## config.mk

```make
export PLATFORM = sky130hd
export DESIGN_NAME = player_hit_ctl
export DESIGN_NICKNAME = d
export VERILOG_FILES = /design/src/rtl/game_pkg.sv /design/src/rtl/frame_tick_det.sv /design/src/rtl/player_hit_ctl.sv
export SDC_FILE = /design/constraint.sdc
export NUM_CORES = 1
export LEC_CHECK = 0
export ABC_AREA = 1
export BUFFER_PORTS_ARGS = -buffer_cell sky130_fd_sc_hd__clkbuf_2
export CAP_MARGIN = 10
export CORE_MARGIN = 3
export CORE_UTILIZATION = 45
export CTS_CLUSTER_DIAMETER = 30
export DETAILED_ROUTE_END_ITERATION = 8
export GPL_TIMING_DRIVEN = 0
export HOLD_SLACK_MARGIN = 0.12
export PLACE_DENSITY = 0.74
export SLEW_MARGIN = 5
export SYNTH_ARGS = -nofsm -noshare
export SYNTH_HDL_FRONTEND = slang
export SYNTH_SLANG_ARGS = --single-unit
```

## constraint.sdc

```tcl
create_clock -name pclk -period 4.95 [get_ports pclk]
set_clock_uncertainty 0.2 [all_clocks]
set_input_delay 0.2475 -clock pclk [delete_from_list [all_inputs] [get_ports pclk]]
set_output_delay 0.2475 -clock pclk [all_outputs]
set_load 0.01 [all_outputs]
```

## src/rtl/game_pkg.sv

```systemverilog
// game_pkg: shared state encodings, obstacle colour and health width for the game pixel pipeline.
package game_pkg;
    localparam int HP_W = 7;
    localparam logic [1:0] IDLE     = 2'd0;
    localparam logic [1:0] ARMED    = 2'd1;
    localparam logic [1:0] COOLDOWN = 2'd2;
    localparam logic [1:0] DEAD     = 2'd3;
    localparam logic [11:0] OBSTACLE_RGB = 12'hFFF;
endpackage

```

## src/rtl/frame_tick_det.sv

```systemverilog
// frame_tick_det: one-cycle tick on the rising edge of vblnk, detected against a registered copy.
module frame_tick_det (
    input  logic pclk,
    input  logic rst,
    input  logic vblnk,
    output logic tick
);
    logic vblnk_q;
    always_ff @(posedge pclk) vblnk_q <= rst ? 1'b0 : vblnk;
    assign tick = vblnk & ~vblnk_q;
endmodule

```

## src/rtl/player_hit_ctl.sv

```systemverilog
// player_hit_ctl: per-frame player/obstacle collision, damage, invulnerability window and health.
// Optional damage blink on the hitbox during cooldown when PLAYER_HIT_FLASH_EN is defined.
module player_hit_ctl
    import game_pkg::HP_W, game_pkg::IDLE, game_pkg::ARMED, game_pkg::COOLDOWN, game_pkg::DEAD;
#(
    parameter int HP_MAX        = 100,
    parameter int DAMAGE        = 10,
    parameter int INVULN_FRAMES = 60,
    parameter int PLAYER_SIZE   = 16,
`ifdef PLAYER_HIT_FLASH_EN
    parameter logic [11:0] DAMAGE_RGB = 12'hF00,
`endif
    parameter logic [11:0] OBSTACLE_RGB = game_pkg::OBSTACLE_RGB
) (
    input  logic            pclk,
    input  logic            rst,
    input  logic [11:0]     hcount_in,
    input  logic [11:0]     vcount_in,
    input  logic            vblnk_in,
    input  logic [11:0]     rgb_in,
    input  logic [11:0]     player_x,
    input  logic [11:0]     player_y,
    input  logic            game_on,
    output logic [11:0]     hcount_out,
    output logic [11:0]     vcount_out,
    output logic            vblnk_out,
    output logic [11:0]     rgb_out,
    output logic [HP_W-1:0] health,
    output logic            hit,
    output logic            invulnerable,
    output logic            game_over
);
    logic [1:0]      state;
    logic [7:0]      frame_cnt;
    logic            coll_seen;
    logic            tick;
    logic            in_box;
    logic            overlap;
    logic [12:0]     x_end;
    logic [12:0]     y_end;
    logic [HP_W-1:0] hp_dec;
    logic [11:0]     rgb_nxt;

    frame_tick_det u_tick (.pclk(pclk), .rst(rst), .vblnk(vblnk_in), .tick(tick));

    // 13-bit edges keep a hitbox touching the counter limit from wrapping to zero
    assign x_end   = {1'b0, player_x} + 13'(PLAYER_SIZE - 1);
    assign y_end   = {1'b0, player_y} + 13'(PLAYER_SIZE - 1);
    assign in_box  = hcount_in >= player_x && {1'b0, hcount_in} <= x_end &&
                     vcount_in >= player_y && {1'b0, vcount_in} <= y_end;
    assign overlap = in_box && rgb_in == OBSTACLE_RGB && !vblnk_in;
    assign hp_dec  = health > HP_W'(DAMAGE) ? health - HP_W'(DAMAGE) : '0;

    assign invulnerable = state == COOLDOWN;
    assign game_over    = state == DEAD;

`ifdef PLAYER_HIT_FLASH_EN
    assign rgb_nxt = (state == COOLDOWN && frame_cnt[3] && in_box && rgb_in != OBSTACLE_RGB) ?
                     DAMAGE_RGB : rgb_in;
`else
    assign rgb_nxt = rgb_in;
`endif

    always_ff @(posedge pclk) begin
        if (rst) begin
            hcount_out <= '0;
            vcount_out <= '0;
            vblnk_out  <= 1'b0;
            rgb_out    <= '0;
        end else begin
            hcount_out <= hcount_in;
            vcount_out <= vcount_in;
            vblnk_out  <= vblnk_in;
            rgb_out    <= rgb_nxt;
        end
    end

    // Dropping game_on outranks a same-cycle tick, so no damage lands on the way out
    always_ff @(posedge pclk) begin
        if (rst || !game_on) begin
            state     <= IDLE;
            health    <= HP_W'(HP_MAX);
            frame_cnt <= '0;
            coll_seen <= 1'b0;
            hit       <= 1'b0;
        end else begin
            hit       <= 1'b0;
            coll_seen <= tick ? 1'b0 : coll_seen | overlap;
            case (state)
                IDLE: begin
                    state  <= ARMED;
                    health <= HP_W'(HP_MAX);
                end
                ARMED: if (tick && coll_seen) begin
                    health    <= hp_dec;
                    hit       <= 1'b1;
                    state     <= hp_dec == '0 ? DEAD : COOLDOWN;
                    frame_cnt <= 8'(INVULN_FRAMES - 1);
                end
                COOLDOWN: if (tick) begin
                    if (frame_cnt == '0) state <= ARMED;
                    else frame_cnt <= frame_cnt - 8'd1;
                end
                default: ;
            endcase
        end
    end
endmodule

```

Yosys cells after proc, flatten, opt, wreduce, memory -nomap -nowiden
Cells that the tools add are included.
- flip-flop bits (word level): 56
- word-level logic and storage cells: 63
- magnitude comparators: 5
- equal/unequal tests: 8
- add/sub/neg operators: 4
- bitwise gates (word level): 4
- reductions and logical operators: 20
- multiplexer cells: 13
- operators with widths (kind ; number):
    $add A12 B4 Y13 const B ; 2
    $le A12 B13 Y1 ; 2
    $ge A12 B12 Y1 ; 2
    $mux W8 ; 3
    $pmux W8 S2 ; 1
    $mux W7 ; 2
    $pmux W7 S2 ; 1
    $eq A12 B12 Y1 const B ; 1
    $logic_not A8 Y1 ; 1
    $reduce_and A4 Y1 ; 2
    $sub A8 B1 Y8 const B ; 1
    $gt A7 B4 Y1 const B ; 1
    $logic_not A7 Y1 ; 1
    $sub A7 B4 Y7 const B ; 1
    $logic_and A1 B1 Y1 ; 6
    $mux W2 ; 3
    $pmux W2 S3 ; 1
    $eq A2 B2 Y1 const B ; 2
    $ne A2 B1 Y1 const B ; 2
    $ne A2 B2 Y1 const B ; 2
    $reduce_bool A2 Y1 ; 2
    $reduce_or A2 Y1 ; 2
    $reduce_bool A3 Y1 ; 1
    $eq A2 B1 Y1 const B ; 1
    other kinds (8) ; 11

Depth between registers and ports, before layout
- depth in word-level cells: 8
- gate-level depth with buffers: 16

Cells and area by module
From an unflattened synthesis, not the netlist that was laid out.
- cells, all modules: 521
- area total of the unflattened synthesis: 3742.3 µm²
- modules (own cells, without submodules) (module ; area an instance (µm²) ; times used ; cells an instance ; sequential area each (µm²)):
    player_hit_ctl ; 3711.1 ; 1 ; 517 ; 1121.1
    frame_tick_det ; 31.3 ; 1 ; 4 ; 20.0

Worst setup path before layout
No wires, ideal clock.
- path kind: input-to-reg
- from: in player_x[0]
- to: reg coll_seen
- required time: 4680 ps
- stages on the path: 15
- slack: 2742 ps
- data arrival time: 1938 ps
- path through: inv_1 ha_1 nand2_1 nor2_1 nor2_1 nand3_1 xor2_1 ha_1 a21oi_1 o21ai_0 a21oi_1 o21ai_0 nand2_1 nand3_1 a21oi_1
- word-level cells in the longest chain between the ends: 8
- elaborated cells between the ends (all ways): 9
- RTL lines (what ; RTL line ; RTL):
    start, declared ; player_hit_ctl.sv:21 ; input logic [11:0] player_x,
    $add A12 B4 Y13 ; player_hit_ctl.sv:47 ; assign x_end = {1'b0, player_x} + 13'(PLAYER_SIZE - 1);
    $le A12 B13 Y1 ; player_hit_ctl.sv:49 ; assign in_box = hcount_in >= player_x && {1'b0, hcount_in} <= x_end &&
    $logic_and A1 B1 Y1 * (2 in a row) ; player_hit_ctl.sv:49 ;
    $logic_and A1 B1 Y1 * ; player_hit_ctl.sv:50 ; vcount_in >= player_y && {1'b0, vcount_in} <= y_end;
    $logic_and A1 B1 Y1 * (2 in a row) ; player_hit_ctl.sv:51 ; assign overlap = in_box && rgb_in == OBSTACLE_RGB && !vblnk_in;
    $or A1 B1 Y1 * ; player_hit_ctl.sv:88 ; coll_seen <= tick ? 1'b0 : coll_seen | overlap;
    end signal, assigned ; player_hit_ctl.sv:88 ;
    end, declared ; player_hit_ctl.sv:35 ; logic coll_seen;
Mark *: on every way between the ends. The rest lies on a longest branch, timed or not.
A chain may end at the register's enable or synchronous reset.

Worst setup path after layout
Ends and elaborated chain as after synthesis.

==> results.md <==
* Status: finished clean
* Starting Density at 47.5%
* Initial antenna violation count at 0
* GR Util met1 at 22.8%
* Final min period at ~2.4 ns
* FMAX at 422 MHz
* Drt total wl at 9.54 mm
* Commonest cells in the synthesized netlist: inv_1, nand2_1, nor2_1, dfxtp_1, ha_1
* Hpwl dp at 7.54 mm
* Port bufs at 110
* Final #Nets at ~800
* Yosys top cell by area: dfxtp_1
* Total power at 1.03 mW
* RSZ-0062 raised after global routing: no
* Hold Path Cell Cnt at 5
* Vias in the first global route at 3726
* Final Cycle Share at 47.9%
* Worst-skew pair later-pin latency at 0.31 ns
* TritonCTS clock tree: built
* Die Width at 97.4 um
* Worst Setup End Kind: register
* Finished Cell Area at 0.00491 sq mm
* Core area at 0.00793 sq mm
* GRT Residual Overflow at 0
* HP Class: in2reg
* Worst EP required at 4.99 ns
* Final std cells w/o fill at 784
* Flop2flop setup slack at 2.94 ns
* Die ar. at 0.00949 sq mm
* Sink Count at 56
* Setup TNS at 0 ns
* Crit path kind: in2reg
* Hold Crit Start: game_on
* Cell count of the worst reg-to-reg path at 10
* Synth Instances at 526
* Relative slew slack at about three fifths
* Crit path launch type: primary input
* Ports at approximately 110
* # DRC at 0
* FF+latch count, synth at 56
* Leading register cell type out of synthesis: dfxtp_1
* GRT busiest layer: met2
* Gr usage total at 20.2%
* Synth area leaders: dfxtp_1, ha_1, inv_1
* Reg2reg end: state[0]
* Synth Warn # at 0
* Antenna Cells at 0
* Worst EP arrival at 2.41 ns
* Violation count after the first detailed-route iteration at 91
* Dpl cells at roughly 740
* Final GP Congestion at 0.944
* Post-cts sizing count at 0
* P&R area growth vs syn at 30.6%
* Via density at 4.84
* Largest net degree at the start of global routing at 19
* GRT met3 Usage at 3.88%
* Root Buffer: clkbuf_8
* First-pass DRT Iterations at 4
* Die height at 97.4 um
* Placed instance area at 0.00444 sq mm
* Num CTS Buffers at 5
* CTS H-tree lvls at 2
* Routed vias at 3792
* Post-synth EDFFs at 0
* Synthesized area at 0.00376 sq mm
* Worst VDD drop at 0.115 mV
* Antenna viol nets, final at 0
* Fill count at 712
* Most frequent cell after synthesis: inv_1
* Crit path max fanout at 4
* Top cell type's share of synthesized area at 29.8%
* Power per cell area at 210 mW/mm^2
* Post-synth cell types at 36
* Drt wl/cell at 12.2 um
* Final Hold Vio Count at 0
* First-pass GRT wire length at 16.0 mm
* Synthesized Nets at 643
* FFs w/ async S/R, synth at 0%
* Clock Path Buffers at 2
* Mapped Avg Cell Area at between 7 and 8 sq um
* WHS Endpoint: coll_seen
* Seq/Total Area, Yosys at 29.8%
* Max cap viols at 0
* Slew Viols, Final at 0
* Met2 Usage GRT at 37.8%
* Reg-to-Reg Start: health[1]
* Layout cell share with drive strength beyond 1 at 20.5%
* CTS clk-pin slew, worst paths at 0.09 ns
* Leak Pwr at 2.69 nW
* Row count at 32
* # setup viols final at 0
* Least-Margin Pin Slew at 0.590 ns
layout by cell type (no fill, tap or decap), types with 2 or more instances in the layout:
| master | n |
|---|---|
| o21ai_0 | 10 |
| nor2_1 | 74 |
| a21oi_1 | 27 |
| inv_1 | 102 |
| nand2_1 | 86 |
| a31oi_1 | 3 |
| o21a_1 | 2 |
| o32ai_1 | 2 |
| nand2_2 | 2 |
| xor2_1 | 20 |
| nor3_1 | 7 |
| nand2_4 | 5 |
| nor4_1 | 2 |
| nand4_1 | 10 |
| ha_1 | 53 |
| dlygate4sd3_1 | 38 |
| dfxtp_1 | 56 |
| inv_2 | 5 |
| o21ai_1 | 4 |
| clkbuf_2 | 110 |
| nand3_1 | 29 |
| a31oi_2 | 2 |
| clkbuf_1 | 5 |
| clkbuf_8 | 5 |
| nor2_2 | 3 |
| xnor2_1 | 4 |
worst max path at each step:
stage,slack [ns],cells after the start,to,startpoint
after CTS,2.58,16,coll_seen,player_x[0]
final,2.58,16,coll_seen,player_x[0]
after global routing,2.32,15,coll_seen,player_x[2]
after detailed placement,2.26,16,coll_seen,player_x[0]
after floorplan,2.74,15,coll_seen,player_x[0]
after global placement,2.37,15,coll_seen,player_x[2]
routing by layer:
layer  up-vias  routed length, um
li1       1979                  -
met1      1701               4120
met2        94               4800
met3        18                377
met4         0                243
met5         -                  0
repair_timing:
action,CTS,global route
hold buffers,38,0
buffers inserted,0,0
endpoints found under the hold margin,43,0
sequential cells by signal, indices dropped and copies added, names as in the netlist:
signal and count:
hit 1, frame_cnt 8, coll_seen 1, u_tick.vblnk_q 1, vcount_out 12, state 2
hcount_out 12, rgb_out 12, health 7
worst max-delay path, stage by stage:
cell,delay (ns)
clkbuf_2,0.09
inv_1,0.06
ha_1,0.22
nand2_1,0.08
nor2_1,0.05
nor2_1,0.27
nand3_1,0.16
xor2_1,0.17
ha_1,0.29
a21oi_1,0.15
o21ai_0,0.10
a21oi_1,0.13
o21ai_0,0.09
nand2_1,0.08
nand3_1,0.09
a21oi_1,0.12
power breakdown:
| group | internal [mW] | leakage, nW | switching, mW | total, mW |
|---|---|---|---|---|
| combinational | 0.128 | 2.18 | 0.165 | 0.293 |
| clock | 0.102 | 0.0485 | 0.155 | 0.256 |
| sequential | 0.471 | 0.462 | 0.00900 | 0.480 |
final cells by class:
type	instances	area (sq um)	share of cell area [%]
Inverter	108	408	8.30
Clock buffer	5	68.8	1.40
Clock inverter	3	22.5	0.458
Timing Repair Buffer	148	931	19.0
Multi-Input combinational cell	357	2210	45.1
Tap cell	102	128	2.60
Sequential cell	56	1120	22.8
Buffer	5	18.8	0.382
through the flow:
stage | hold slack, ns | setup WS, ns | utilization, %
after floorplan | 0.154 | 2.74 | -
after global placement | 0.234 | 2.37 | 56.0
after global routing | 0.165 | 2.32 | 62.0
after detailed placement | 0.242 | 2.26 | 56.0
final | 0.129 | 2.58 | 62.0
after CTS | 0.124 | 2.58 | 62.0
kinds of logic after synthesis:
| group | share of synthesized area (%) |
|---|---|
| AND/OR/NAND/NOR | 26.5 |
| buffers and inverters | 11.3 |
| AO/OA/AOI/OAI | 8.75 |
| flip-flops | 29.8 |
| adder cells (fa/ha/maj) | 17.6 |
| XOR/XNOR | 6.02 |
Power figures use the tool's default switching activity.
